$ cat src/rtl/if_prefetch_queue_if.sv
// rtl/if_prefetch_queue_if.sv - fetch front end bus: redirect, imem req/ack, instruction valid/ready
interface if_prefetch_queue_if #(
  parameter int XLEN  = 32,
  parameter int DEPTH = 4
);
  localparam int CW = $clog2(DEPTH) + 1;

  logic            redirect;
  logic [XLEN-1:0] redirect_pc;
  logic            imem_req;
  logic [XLEN-1:0] imem_addr;
  logic            imem_ack;
  logic [XLEN-1:0] imem_rdata;
  logic            inst_valid;
  logic            inst_ready;
  logic [XLEN-1:0] inst_out;
  logic [XLEN-1:0] inst_pc;
  logic [CW-1:0]   count;

  modport master (
    input  redirect, redirect_pc, imem_ack, imem_rdata, inst_ready,
    output imem_req, imem_addr, inst_valid, inst_out, inst_pc, count
  );

  modport slave (
    output redirect, redirect_pc, imem_ack, imem_rdata, inst_ready,
    input  imem_req, imem_addr, inst_valid, inst_out, inst_pc, count
  );
endinterface

$ cat src/rtl/if_prefetch_queue.sv
// rtl/if_prefetch_queue.sv - sequential instruction prefetcher with credit-limited FIFO and redirect flush
module if_prefetch_queue #(
  parameter int              DEPTH    = 4,
  parameter int              XLEN     = 32,
  parameter logic [XLEN-1:0] RESET_PC = '0
) (
  input  logic                clk,
  input  logic                reset,
  if_prefetch_queue_if.master bus
);
  localparam int              PW   = $clog2(DEPTH);
  localparam int              CW   = $clog2(DEPTH) + 1;
  localparam logic [CW-1:0]   FULL = CW'(DEPTH);

  typedef enum logic [1:0] {IDLE, REQ, DRAIN} state_t;

  state_t          state_q, state_d;
  logic [XLEN-1:0] fetch_pc_q, fetch_pc_d;
  logic [XLEN-1:0] drain_addr_q, drain_addr_d;
  logic [PW-1:0]   rd_ptr_q, rd_ptr_d;
  logic [PW-1:0]   wr_ptr_q, wr_ptr_d;
  logic [CW-1:0]   count_q, count_d;
  logic [XLEN-1:0] word_q [DEPTH];
  logic [XLEN-1:0] pc_q   [DEPTH];
  logic            push;
  logic            pop;
  logic [XLEN-1:0] target_pc;

  assign target_pc = {bus.redirect_pc[XLEN-1:2], 2'b00};
  assign pop       = (count_q != '0) && bus.inst_ready;

  always_comb begin
    state_d       = state_q;
    fetch_pc_d    = fetch_pc_q;
    drain_addr_d  = drain_addr_q;
    push          = 1'b0;
    bus.imem_req  = 1'b0;
    bus.imem_addr = fetch_pc_q;
    case (state_q)
      IDLE: begin
        if (!bus.redirect && (count_q < FULL)) state_d = REQ;
      end
      REQ: begin
        bus.imem_req = 1'b1;
        if (bus.redirect) begin
          drain_addr_d = fetch_pc_q;
          state_d      = bus.imem_ack ? IDLE : DRAIN;
        end else if (bus.imem_ack) begin
          push       = 1'b1;
          fetch_pc_d = fetch_pc_q + XLEN'(4);
          state_d    = ((count_q + CW'(1) - CW'(pop)) < FULL) ? REQ : IDLE;
        end
      end
      DRAIN: begin
        // Memory still owns the abandoned request; keep presenting it until acked.
        bus.imem_req  = 1'b1;
        bus.imem_addr = drain_addr_q;
        if (bus.imem_ack) state_d = IDLE;
      end
      default: state_d = IDLE;
    endcase

    if (bus.redirect) begin
      fetch_pc_d = target_pc;
      count_d    = '0;
      rd_ptr_d   = '0;
      wr_ptr_d   = '0;
    end else begin
      count_d  = count_q + CW'(push) - CW'(pop);
      rd_ptr_d = pop  ? rd_ptr_q + PW'(1) : rd_ptr_q;
      wr_ptr_d = push ? wr_ptr_q + PW'(1) : wr_ptr_q;
    end
  end

  always_ff @(posedge clk) begin
    if (reset) begin
      state_q      <= IDLE;
      fetch_pc_q   <= RESET_PC;
      drain_addr_q <= '0;
      rd_ptr_q     <= '0;
      wr_ptr_q     <= '0;
      count_q      <= '0;
    end else begin
      state_q      <= state_d;
      fetch_pc_q   <= fetch_pc_d;
      drain_addr_q <= drain_addr_d;
      rd_ptr_q     <= rd_ptr_d;
      wr_ptr_q     <= wr_ptr_d;
      count_q      <= count_d;
    end
  end

  always_ff @(posedge clk) begin
    if (push) begin
      word_q[wr_ptr_q] <= bus.imem_rdata;
      pc_q[wr_ptr_q]   <= fetch_pc_q;
    end
  end

  assign bus.inst_valid = (count_q != '0);
  assign bus.inst_out   = word_q[rd_ptr_q];
  assign bus.inst_pc    = pc_q[rd_ptr_q];
  assign bus.count      = count_q;
endmodule
$ cat src/flat_wrapper.sv
// flat-port wrapper written by rule: the top's interface ports become plain ports
module if_prefetch_queue_flat 
#(
  parameter int              DEPTH    = 4,
  parameter int              XLEN     = 32,
  parameter logic [XLEN-1:0] RESET_PC = '0
)
  (clk, reset, bus_redirect, bus_redirect_pc, bus_imem_ack, bus_imem_rdata, bus_inst_ready, bus_imem_req, bus_imem_addr, bus_inst_valid, bus_inst_out, bus_inst_pc, bus_count);
  if_prefetch_queue_if #(.XLEN(XLEN), .DEPTH(DEPTH)) bus_i ();
  input  logic clk;
  input  logic reset;
  input wire logic [$bits(bus_i.redirect)-1:0] bus_redirect;
  input wire logic [$bits(bus_i.redirect_pc)-1:0] bus_redirect_pc;
  input wire logic [$bits(bus_i.imem_ack)-1:0] bus_imem_ack;
  input wire logic [$bits(bus_i.imem_rdata)-1:0] bus_imem_rdata;
  input wire logic [$bits(bus_i.inst_ready)-1:0] bus_inst_ready;
  output wire logic [$bits(bus_i.imem_req)-1:0] bus_imem_req;
  output wire logic [$bits(bus_i.imem_addr)-1:0] bus_imem_addr;
  output wire logic [$bits(bus_i.inst_valid)-1:0] bus_inst_valid;
  output wire logic [$bits(bus_i.inst_out)-1:0] bus_inst_out;
  output wire logic [$bits(bus_i.inst_pc)-1:0] bus_inst_pc;
  output wire logic [$bits(bus_i.count)-1:0] bus_count;
  assign bus_i.redirect = bus_redirect;
  assign bus_i.redirect_pc = bus_redirect_pc;
  assign bus_i.imem_ack = bus_imem_ack;
  assign bus_i.imem_rdata = bus_imem_rdata;
  assign bus_i.inst_ready = bus_inst_ready;
  assign bus_imem_req = bus_i.imem_req;
  assign bus_imem_addr = bus_i.imem_addr;
  assign bus_inst_valid = bus_i.inst_valid;
  assign bus_inst_out = bus_i.inst_out;
  assign bus_inst_pc = bus_i.inst_pc;
  assign bus_count = bus_i.count;
  if_prefetch_queue #(.DEPTH(DEPTH), .XLEN(XLEN), .RESET_PC(RESET_PC)) u_core (.clk(clk), .reset(reset), .bus(bus_i));
endmodule
$ cat config.mk
export PLATFORM = sky130hd
export DESIGN_NAME = if_prefetch_queue_flat
export DESIGN_NICKNAME = d
export VERILOG_FILES = /design/src/rtl/if_prefetch_queue_if.sv /design/src/rtl/if_prefetch_queue.sv /design/src/flat_wrapper.sv
export SDC_FILE = /design/constraint.sdc
export NUM_CORES = 1
export LEC_CHECK = 0
export ABC_AREA = 1
export BUFFER_PORTS_ARGS = -buffer_cell sky130_fd_sc_hd__buf_2
export CELL_PAD_IN_SITES_DETAIL_PLACEMENT = 0
export CELL_PAD_IN_SITES_GLOBAL_PLACEMENT = 1
export CORE_MARGIN = 2
export CORE_UTILIZATION = 45
export DETAILED_ROUTE_END_ITERATION = 7
export PLACE_DENSITY_LB_ADDON = 0.25
export SETUP_SLACK_MARGIN = 0.15
export SLEW_MARGIN = 40
export SYNTH_ARGS = -nofsm -noshare
export SYNTH_HDL_FRONTEND = slang
export SYNTH_SLANG_ARGS = --single-unit
$ cat constraint.sdc
create_clock -name clk -period 5.1 [get_ports clk]
set_input_delay 0.51 -clock clk [delete_from_list [all_inputs] [get_ports clk]]
set_output_delay 0.51 -clock clk [all_outputs]
set_load 0.01 [all_outputs]
Word level (Yosys, flattened, before mapping)
Memory sizes are Yosys's and may differ from the RTL's. A register that Yosys moved wholly into a read port is not among the register bits.
Cells that the tools add are included.
Storage, ports and cells
  flip-flop bits (word level): 73
  RAM bits: 256
  input port bits: 69
  logic and storage cells: 57
  memories: 2
Cells by class
  add/sub/neg operators: 7
  order comparisons: 2
  equal/unequal tests: 5
  multiplexer cells: 21
  reductions and logical operators: 13
Memory list
  u_core.pc_q: depth 4, width 32, rd ports 1, clocked after Yosys merged registers in 1, wr ports 1, line if_prefetch_queue.sv:24  | logic [XLEN-1:0] pc_q [DEPTH];
  u_core.word_q: depth 4, width 32, rd ports 1, clocked after Yosys merged registers in 1, wr ports 1, line if_prefetch_queue.sv:23  | logic [XLEN-1:0] word_q [DEPTH];
Operators by type and width (number)
  $mux 32: 4
  $add 32x3->32 const B: 1
  $mux 2: 9
  $mux 1: 7
  $lt 3x3->1 const B: 2
  $pmux 2 s3: 1
  $reduce_and 2->1: 3
  $sub 3x1->3: 2
  $add 2x1->2 const B: 2
  $reduce_bool 2->1: 2
  $reduce_or 2->1: 2
  $add 3x1->3: 1
  $add 3x1->3 const B: 1
  $ne 3x3->1 const B: 1
  $reduce_and 3->1: 1
  $reduce_bool 3->1: 1
  $eq 2x1->1 const B: 1
  $eq 2x2->1 const B: 1
  $logic_and 1x1->1: 2
  $logic_not 2->1: 1
  $ne 2x1->1 const B: 1
  $ne 2x2->1 const B: 1
  $logic_not 1->1: 1

Logic depth before layout (Yosys ltp)
Gate-level depths: netlist of run 1.
  depth after elaboration: 8
  gate-level depth with buffers: 12
  mapped depth without buffers: 12

Worst setup path after synthesis of run 1
Ideal clock, no wire load.
  kind: register to register
  start: register u_core.state_q[1]
  end: memory u_core.pc_q[0][10] (enable)
  data arrival time: 3.575 ns
  data required time: 4.618 ns
  setup slack: 1.043 ns
  stages on the path, launching flop included: 7
  clock period less this slack: 4.057 ns
  cells stage by stage: dfxtp_1 > inv_1 > ha_1 > nand2_2 > nor2_4 > inv_2 > nor2_1
On the way
  cells in the longest elaborated chain, start to end: 4
RTL lines
  from (decl): line if_prefetch_queue.sv:17  | state_t state_q, state_d;
  from (signal assigned): line if_prefetch_queue.sv:84  | state_q <= state_d;
  $eq 2x1->1: line if_prefetch_queue.sv:39  | case (state_q)
  $mux 1: line if_prefetch_queue.sv:39
  $mux 1: line if_prefetch_queue.sv:94  | if (push) begin
  $mux 1 (not written as such): line if_prefetch_queue.sv:96  | pc_q[wr_ptr_q] <= fetch_pc_q;
  to (decl): line if_prefetch_queue.sv:24
Every way passes these cells.

==> results of run 1 <==
## layer usage
layer	up-vias	track usage, %	routed length, um
met2	241	32.25	14370
met4	0	5.972	700
met5	-	0	0
met3	47	3.139	1578
met1	4394	27.06	14190
li1	4559	-	-
## area by class of cell
class	count	share of cell area [%]
clock buffer	42	5.877
clock inverter	16	1.137
inverter	83	2.023
multi-input combinational	747	24.30
sequential	319	57.17
tap	384	3.096
timing repair buffer	176	6.393
## registers in the layout (all words and copies together) (netlist names), named ones only
register,flops
u_core.bus.count,3
u_core.state_q,2
u_core.pc_q,120
u_core.drain_addr_q,30
u_core.rd_ptr_q,2
u_core.wr_ptr_q,2
u_core.word_q,128
u_core.fetch_pc_q,30
## metrics by stage
| step | total power [mW] | util (%) | hold WS [ps] | std cells | setup WS [ps] |
|---|---|---|---|---|---|
| detailed placement | 3.659 | 50.12 | 460.4 | 1709 | 1975 |
| floorplan | 3.426 | - | 435.7 | 1219 | 1043 |
| finish | 6.004 | 53.93 | 211.3 | 1767 | 1882 |
| global route | 6.248 | 53.93 | 193.5 | 1767 | 1688 |
| global placement | 3.638 | 49.82 | 444.8 | 1705 | 1795 |
| CTS | 6.066 | 53.90 | 193.6 | 1767 | 1758 |
## cell families (layout without fill, tap and decap cells)
logic type               Yosys count  count (layout)
AND/OR/NAND/NOR                  374             374
AO/OA/AOI/OAI                    349             349
flip-flops                       319             319
buffers and inverters            153             317
adder cells (fa/ha/maj)           12              12
XOR/XNOR                           8               8
other                              1               4
## critical path: stages, from the launching register on
cell      delay (ps)
dfxtp_4          590
clkinv_2         560
buf_6            430
o21ai_0          270
o22ai_1          100
buf_2            150
## cells in the final DEF, fill, tap and decap left out, types with 10 or more instances in the layout
master     instances
edfxtp_1         248
o21ai_0          209
buf_2            163
nor2_1           161
nand2_1          141
inv_1             75
dfxtp_1           69
o22ai_1           62
a21oi_1           55
clkbuf_16         35
nand3_1           32
nor2_4            16
nand2_2           10
ha_1              10
## power breakdown
group / internal (mW) / total [mW] / switching (mW)
Combinational: 0.191 / 0.584 / 0.393
Clock: 1.43 / 2.40 / 0.977
Sequential: 2.93 / 3.02 / 0.0852
## worst paths after layout
| check | depth (start not counted) | from | end |
|---|---|---|---|
| max reg2reg | 9 | u_core.state_q[1]$_SDFFE_PP0P_ | u_core.word_q[2][3]$_DFFE_PP_ |
| min reg2reg | 2 | u_core.rd_ptr_q[1]$_SDFFE_PP0P_ | flip-flop |
| min | 1 | bus_imem_rdata[22] | u_core.word_q[3][22]$_DFFE_PP_ |
| max | 5 | flip-flop | bus_inst_out[2] |
==> results_dict.tcl, run 1 <==
set metrics [dict create \
    cts_max_level 2 \
    synth_compound_area_share_pct 14.10 \
    rsz0062_at_grt "no" \
    max_slew_margin_pct 53.38 \
    ys_top_cells_by_count "edfxtp_1, o21ai_0, nor2_1, nand2_1, inv_1" \
    layout.nets 1442 \
    cts_post_setup_buffers_inserted 0 \
    tightest_slew_ps 699.3 \
    synth_top_family_by_area "compound AO/OA/AOI/OAI gates" \
    syn_inst 1216 \
    worstSetupPathType "reg2out" \
    period_share_pct 63.10 \
    clkLatencyLatePin_ps 510 \
    fin_skew_ps 9.409 \
    ios 170 \
    die_w_um 175.3 \
    seqCellArea_mm2 0.008874 \
    synth_edf_count 248 \
    firstDrtPassIters 5 \
    root_buffer "clkbuf_16" \
    routedWlPerCell_um 17.45 \
    die_area_mm2 0.03075 \
    syn_avg_cell_area_um2 10.86 \
    nFillCells 2507 \
    globalRoute.totalOverflow 0 \
    ys_ff_latch 319 \
    clkTransAtPathRegs_ps 60 \
    ys.warnings.count 0 \
    async_flop_share_pct 0 \
    multiInputGateArea_mm2 0.003772 \
    min_path_type "in2reg" \
    reg2reg_slack_ps 2130 \
    finalSetupViolCount 0 \
    grt_antenna_before_repair 0 \
    dp_hpwl_um 19030 \
    grt_pass1_vias 8789 \
    maxCapViolations 0 \
    hold_viol 0 \
    ys_seq_area_share_pct 67.13 \
    holdBufCountCts 0 \
    cp-end-kind "output port" \
    place_area_mm2 0.01442 \
    syn_area_mm2 0.01321 \
    post_synth_and_or_nand_nor_area_fraction_pct 12.29 \
    peakVddDrop_uv 240.8 \
    antennaDiodeCount 0 \
    yosys.area.top_type_share_pct 56.37 \
    die_h_um 175.3 \
    fp.coreArea_mm2 0.02878 \
    start_kind "flip-flop" \
    drt-initial-drc-count 648 \
    yosysMostFrequentCell "edfxtp_1" \
    critPathArrivalTime_ps 2710 \
    cts_sinks 319 \
    synth_fa_ha_area_share_pct 1.193 \
    fin_tns_setup_ps 0 \
    cts_tree "built" \
    drive_gt1_share_pct 19.45 \
    stdcell_area_mm2 0.01552 \
    synth_largest_area_cell "edfxtp_1" \
    synth_cell_types 36 \
    grtUsageTotal_pct 19.67 \
    num_rows 62 \
    drc 0 \
    synth_ff_type "edfxtp_1" \
    synthXorXnorAreaFrac_pct 0.5304 \
    wl_um 30830 \
    ant_nets 0 \
    fmax_mhz 310.8 \
    period_needed_ps 3218 \
    grt_pass1_wl_um 47490 \
    ctsResizeCount 0 \
    grt_max_degree 89 \
    clock_path_buffers 3 \
    initial_utilization_pct 45.90 \
    via_per_inst 5.230 \
    vias 9241 \
    run_status "finished, final reports clean" \
    finalMaxSlewViolations 0 \
    syn_to_final_growth_pct 17.48 \
    globalplace.congestion 0.7738 \
    synth_area_leaders "edfxtp_1, dfxtp_1, o21ai_0" \
    power.leakage_nw 5.678 \
    required_ps 4590 \
    synth.area.mux_share_pct 0 \
    numPortBuffers 163 \
    numCtsBuffers 34 \
    crit_fanout 83 \
    power_density_mw_per_mm2 386.9 \
]
(Power assumes the default switching activity.)
==> run 2, diff against run 1 <==
--- a/config.mk
+++ b/config.mk
@@ -5,7 +5,7 @@
 export SDC_FILE = /design/constraint.sdc
 export NUM_CORES = 1
 export LEC_CHECK = 0
-export ABC_AREA = 1
+export ABC_AREA = 0
 export BUFFER_PORTS_ARGS = -buffer_cell sky130_fd_sc_hd__buf_2
 export CELL_PAD_IN_SITES_DETAIL_PLACEMENT = 0
 export CELL_PAD_IN_SITES_GLOBAL_PLACEMENT = 1
==> constraint.sdc (replaced) <==
create_clock -name clk -period 3.4 [get_ports clk]
set_input_delay 0.34 -clock clk [delete_from_list [all_inputs] [get_ports clk]]
set_output_delay 0.34 -clock clk [all_outputs]
set_load 0.01 [all_outputs]
==> run 2 against run 1 <==
  * Sequential share of layout area increased by 0.95 points
  * Via count shrank 20%
  * Critical endpoint is now bus_inst_pc[6]
  * Critical path type unchanged
  * Non-clock buffer count rose by 13
  * Die area decreased by 4.0%
==> results_dict.tcl, run 2 <==
set metrics [dict create \
    run_status "finished, final reports clean" \
    globalRoute.totalOverflow 0 \
    routedWlPerCell_um 20.32 \
    clkLatencyLatePin_ps 510 \
    clock_path_buffers 3 \
    synth_cell_types 46 \
    numCtsBuffers 35 \
    finalMaxSlewViolations 0 \
    cts_post_setup_buffers_inserted 0 \
    finalSetupViolCount 0 \
    tightest_slew_ps 665.5 \
    syn_inst 792 \
    vias 7395 \
    layout_commonest_cell "edfxtp_1" \
    final_cell_mix "edfxtp_1, buf_2, nand2_1" \
    hold_viol 0 \
    wl_um 27940 \
    worstSetupPathType "reg2out" \
    largest_register "u_core.word_q" \
    grt_pass1_wl_um 42350 \
    firstDrtPassIters 5 \
    path_delay_family "flip-flops" \
    maxCapViolations 0 \
    ys_ff_latch 319 \
    syn_avg_cell_area_um2 16.00 \
    synth_largest_area_cell "edfxtp_1" \
    drc 0 \
    initial_utilization_pct 45.61 \
    required_ps 3060 \
    die_h_um 171.8 \
    drt-initial-drc-count 525 \
    start_kind "flip-flop" \
    ctsResizeCount 0 \
    fin_skew_ps 14.41 \
    synth_ff_type "edfxtp_1" \
    cts_tree "built" \
    largest_reg_flops 128 \
    syn_area_mm2 0.01267 \
    cp-end-kind "output port" \
    globalplace.congestion 0.7737 \
    crit_chain "buf_4, mux4_2, buf_2" \
    critPathArrivalTime_ps 2350 \
    drive_gt1_share_pct 34.44 \
    period_needed_ps 2687 \
    period_share_pct 79.02 \
    power.share.switching_pct 21.09 \
    power_density_mw_per_mm2 572.8 \
    synth_edf_count 248 \
    ys_seq_area_share_pct 69.98 \
    clkTransAtPathRegs_ps 60 \
    p_comb_share_pct 5.5 \
    die_w_um 171.8 \
    layout.nets 1051 \
    slowest_delay_ps 660 \
    yosys.area.top_type_share_pct 58.77 \
    die_area_mm2 0.02952 \
    crit_fanout 21 \
    fin_total_pwr_mw 8.747 \
    fin_tns_setup_ps 0 \
    grtUsageTotal_pct 19.15 \
    root_buffer "clkbuf_16" \
    clockPowerShare_pct 44.7 \
    ios 170 \
    grt_max_degree 57 \
    internal_power_mw 6.903 \
    synth_area_leaders "edfxtp_1, dfxtp_1, mux4_2" \
    reg_top3 "u_core.word_q: 128 flops, u_core.pc_q: 120 flops" \
    critPathBufInv 2 \
    dp_hpwl_um 17590 \
    peakVddDrop_uv 263.0 \
    num_rows 61 \
    grt_pass1_vias 7185 \
    grt_antenna_before_repair 0 \
    min_path_type "in2reg" \
    cts_max_level 2 \
    seq_power_share_pct 49.9 \
    cts_sinks 319 \
    numPortBuffers 163 \
    fmax_mhz 372.2 \
    rsz0062_at_grt "no" \
    holdBufCountCts 0 \
    fp.coreArea_mm2 0.02778 \
    via_per_inst 5.378 \
    ys_top_cells_by_count "edfxtp_1, nand2_1, dfxtp_1, mux4_2, a21oi_1" \
    syn_to_final_growth_pct 20.51 \
    power_switching_mw 1.845 \
    yosysMostFrequentCell "edfxtp_1" \
    power.leakage_nw 5.214 \
    async_flop_share_pct 0 \
    ys.warnings.count 0 \
    critPathSlowestCell "dfxtp_4" \
    max_slew_margin_pct 55.63 \
    ant_nets 0 \
]
## run 2: cell families after synthesis
kind of cell / Yosys count / synth area share, %
buffers and inverters: 69 / 2.212
adders and majority gates: 12 / 1.244
AOI/OAI and AO/OA: 96 / 4.897
and+or+nand+nor: 191 / 7.218
other: 1 / 0.02959
muxes: 87 / 13.24
xor gates and xnor gates: 17 / 1.175
DFF: 319 / 69.98
## run 2: final cells by class
type	count	area (um2)
antenna	1	2.502
clock buffer	40	925.9
clock inverter	23	286.5
fill	2347	12510
inverter	18	70.07
multi-input combinational	407	3563
sequential	319	8876
tap	378	473.0
timing repair buffer	189	1074
## run 2: power groups by stage
stage	Combinational [mW]	Sequential [mW]	Clock (mW)
floorplan	0.280	4.42	0
global placement	0.479	4.44	0
detailed placement	0.484	4.45	0
CTS	0.486	4.36	4.01
global route	0.523	4.37	4.15
finish	0.478	4.36	3.91
## run 2: through the flow
step | instance area (um2) | utilization (%) | cells | hold slack (ps) | worst slack, ps
6_report | 15270 | 54.97 | 1375 | 40.78 | 713.5
5_1_grt | 15270 | 54.96 | 1374 | 22.21 | 552.5
4_1_cts | 15270 | 54.96 | 1374 | 23.60 | 607.3
3_5_place_dp | 14060 | 50.59 | 1311 | 443.3 | 862.6
3_3_place_gp | 14040 | 50.53 | 1311 | 438.2 | 931.9
2_1_floorplan | 12680 | - | 795 | 432.9 | 476.5
## run 2: metal layers
layer / GRT usage, % / part of all wire, % / vias to the layer above
met5: 0 / 0 / -
met4: 4.531 / 1.4 / 0
met3: 4.004 / 5.7 / 30
met2: 31.20 / 48 / 215
met1: 26.59 / 45 / 3694
li1: - / - / 3456
## run 2: worst paths after layout
kind	start	end	slack, ps	depth (start not counted)
setup reg to reg	u_core.state_q[1]$_SDFFE_PP0P_	u_core.fetch_pc_q[21]$_SDFFE_PP0P_	840	7
setup / recovery	flip-flop	bus_inst_pc[6]	710	3
hold reg to reg	u_core.drain_addr_q[21]$_SDFFE_PP0P_	u_core.drain_addr_q[21]$_SDFFE_PP0P_	450	2
hold / removal	bus_imem_rdata[30]	u_core.word_q[3][30]$_DFFE_PP_	40	1
## run 2: worst reg2reg max path, delay by kind of cell, from the launching register on
family	cells	cell delay, ps
AOI/OAI and AO/OA	1	240
adders and majority gates	1	320
buffers and inverters	2	300
DFF	1	350
and+or+nand+nor	3	1250
==> run 3, diff against run 2 <==
==> constraint.sdc (replaced) <==
create_clock -name clk -period 2.6 [get_ports clk]
set_input_delay 0.26 -clock clk [delete_from_list [all_inputs] [get_ports clk]]
set_output_delay 0.26 -clock clk [all_outputs]
set_load 0.01 [all_outputs]
==> run 3 against run 2 <==
  * Worst hold slack got worse by 16 ps
  * Critical path depth did not move
  * Global-route usage rose by 0.67 points
  * First-iteration DRC count rose by 12%
  * Register-to-register slack got worse by 490 ps
  * Critical path type unchanged
  * Sequential cell count did not move
  * Non-clock buffer count rose by 54
  * Critical endpoint is now bus_inst_pc[13]
  * Via count rose by 4.0%
  * Combinational power rose by 54%
  * Utilization rose by 1.6 points
  * Wire length rose by 4.8%
==> results_dict.tcl, run 3 (synthesis gave the netlist of run 2 again) <==
set metrics [dict create \
    min_path_cells 3 \
    die_w_um 171.8 \
    largest_reg_flops 128 \
    firstDrtPassIters 5 \
    finalSetupViolCount 0 \
    numPortBuffers 163 \
    max_slew_margin_pct 54.81 \
    vias 7689 \
    syn_to_final_growth_pct 24.03 \
    clkTransAtPathRegs_ps 60 \
    drive_gt1_share_pct 33.52 \
    grt_pass1_vias 7660 \
    fin_skew_ps 13.23 \
    layout_commonest_cell "edfxtp_1" \
    maxCapViolations 0 \
    drt-initial-drc-count 586 \
    fin_total_pwr_mw 11.06 \
    grt_pass1_wl_um 43970 \
    die_h_um 171.8 \
    reg2reg_slack_ps 350 \
    fin_tns_setup_ps 0 \
    fmax_mhz 429.4 \
    run_status "finished, final reports clean" \
    hold_viol 0 \
    antennaDiodeCount 0 \
    internal_power_mw 8.673 \
    grt_max_degree 57 \
    seq_power_share_pct 51.3 \
    ios 170 \
    dp_hpwl_um 18470 \
    wl_um 29270 \
    fp.coreArea_mm2 0.02778 \
    power_switching_mw 2.386 \
    cts_max_level 2 \
    tightest_slew_ps 677.9 \
    required_ps 2340 \
    p_comb_share_pct 6.7 \
    via_per_inst 5.384 \
    post-route-util_pct 56.58 \
    layout.nets 1105 \
    initial_utilization_pct 45.61 \
    reg_top3 "u_core.word_q: 128 flops, u_core.pc_q: 120 flops" \
    ant_nets 0 \
    min_from "bus_redirect_pc[22]" \
    cp-end-kind "output port" \
    clock_path_buffers 3 \
    globalplace.congestion 0.7920 \
    num_rows 61 \
    power_density_mw_per_mm2 703.6 \
    largest_register "u_core.word_q" \
    drc 0 \
    dp_slack_ps 326.4 \
    peakVddDrop_uv 376.1 \
    grt_antenna_before_repair 0 \
    rsz0062_at_grt "yes" \
    period_needed_ps 2329 \
    min_to "u_core.fetch_pc_q[22]$_SDFFE_PP0P_" \
    critPathArrivalTime_ps 2070 \
    worstSetupPathType "reg2out" \
    die_area_mm2 0.02952 \
    rr_endpoint "u_core.fetch_pc_q[27]$_SDFFE_PP0P_" \
    cts_tree "built" \
    root_buffer "clkbuf_16" \
    r2r-start "u_core.fetch_pc_q[18]$_SDFFE_PP0P_" \
    clockPowerShare_pct 42.0 \
    power.share.switching_pct 21.58 \
    cts_post_setup_buffers_inserted 0 \
    period_share_pct 89.58 \
    nFillCells 2323 \
    grtUsageTotal_pct 19.82 \
    crit_fanout 16 \
    routedWlPerCell_um 20.50 \
    start_kind "flip-flop" \
    cts_sinks 319 \
    min_path_type "in2reg" \
    final_cell_mix "edfxtp_1, buf_2, nand2_1" \
    finalMaxSlewViolations 0 \
    setup_slack_ps 271.0 \
    clkLatencyLatePin_ps 520 \
    globalRoute.totalOverflow 0 \
    reg2reg_depth 4 \
    numCtsBuffers 35 \
    power.leakage_nw 5.434 \
]
[run 3: changes by cell type in the layout (fill, tap and decap cells not counted), moves of 2 or more]
cell / delta
buf_4: +13
clkinvlp_4: -5
clkinv_1: +2
clkbuf_1: +9
dlygate4sd3_1: +33
bufinv_16: -4
buf_12: +6
[run 3: worst max path at each step]
stage          cells after the start                                 end  slack, ps
6_report                           3                     bus_inst_pc[13]        270
5_1_grt                            4  u_core.fetch_pc_q[27]$_SDFFE_PP0P_        140
4_1_cts                            3                     bus_inst_pc[25]        170
3_5_place_dp                       6  u_core.fetch_pc_q[27]$_SDFFE_PP0P_        330
3_3_place_gp                       6  u_core.fetch_pc_q[25]$_SDFFE_PP0P_        350
2_1_floorplan                      6        u_core.pc_q[0][10]$_DFFE_PP_        350
[run 3: metal layers]
metal	share of wire, %	vias up	track usage [%]
met5	0	-	0
met4	2.1	0	6.211
met3	5.3	42	3.382
met2	47	242	31.94
met1	45	3857	27.73
li1	-	3548	-
[run 3: per-stage QoR]
step | std cells | area (um2) | hold WS, ps
floorplan | 795 | 12690 | 358.9
global placement | 1331 | 14270 | 439.0
detailed placement | 1331 | 14270 | 445.3
CTS | 1427 | 15680 | 15.36
global route | 1428 | 15720 | 41.30
finish | 1428 | 15720 | 25.00
[run 3: what timing repair did]
item	CTS	global route
endpoints found under the hold margin	129	0
endpoints found under the setup margin	0	38
resized for setup	0	2
hold buffers	33	0
[run 3: final cells by class]
class	instances	area (um2)	share of cell area, %
flip-flops and latches	319	8876	56.47
multi-input cells	407	3550	22.58
repair buffers	243	1674	10.65
clock buffers	48	945.9	6.018
well taps	378	473.0	3.009
clock inverters	15	131.4	0.8359
inverters	18	67.56	0.4299
[run 3: worst max-delay path, stage by stage, from the launching register on]
cell and delay (ps):
dfxtp_4 560, buf_12 250, mux4_2 570, buf_2 170
[run 3: power groups by stage]
stage	clock network, mW	registers, mW	logic [mW]
4_1_cts	4.75	5.68	0.741
6_report	4.65	5.68	0.736
2_1_floorplan	0	5.78	0.366
3_3_place_gp	0	5.78	0.694
5_1_grt	4.95	5.69	0.807
3_5_place_dp	0	5.78	0.698
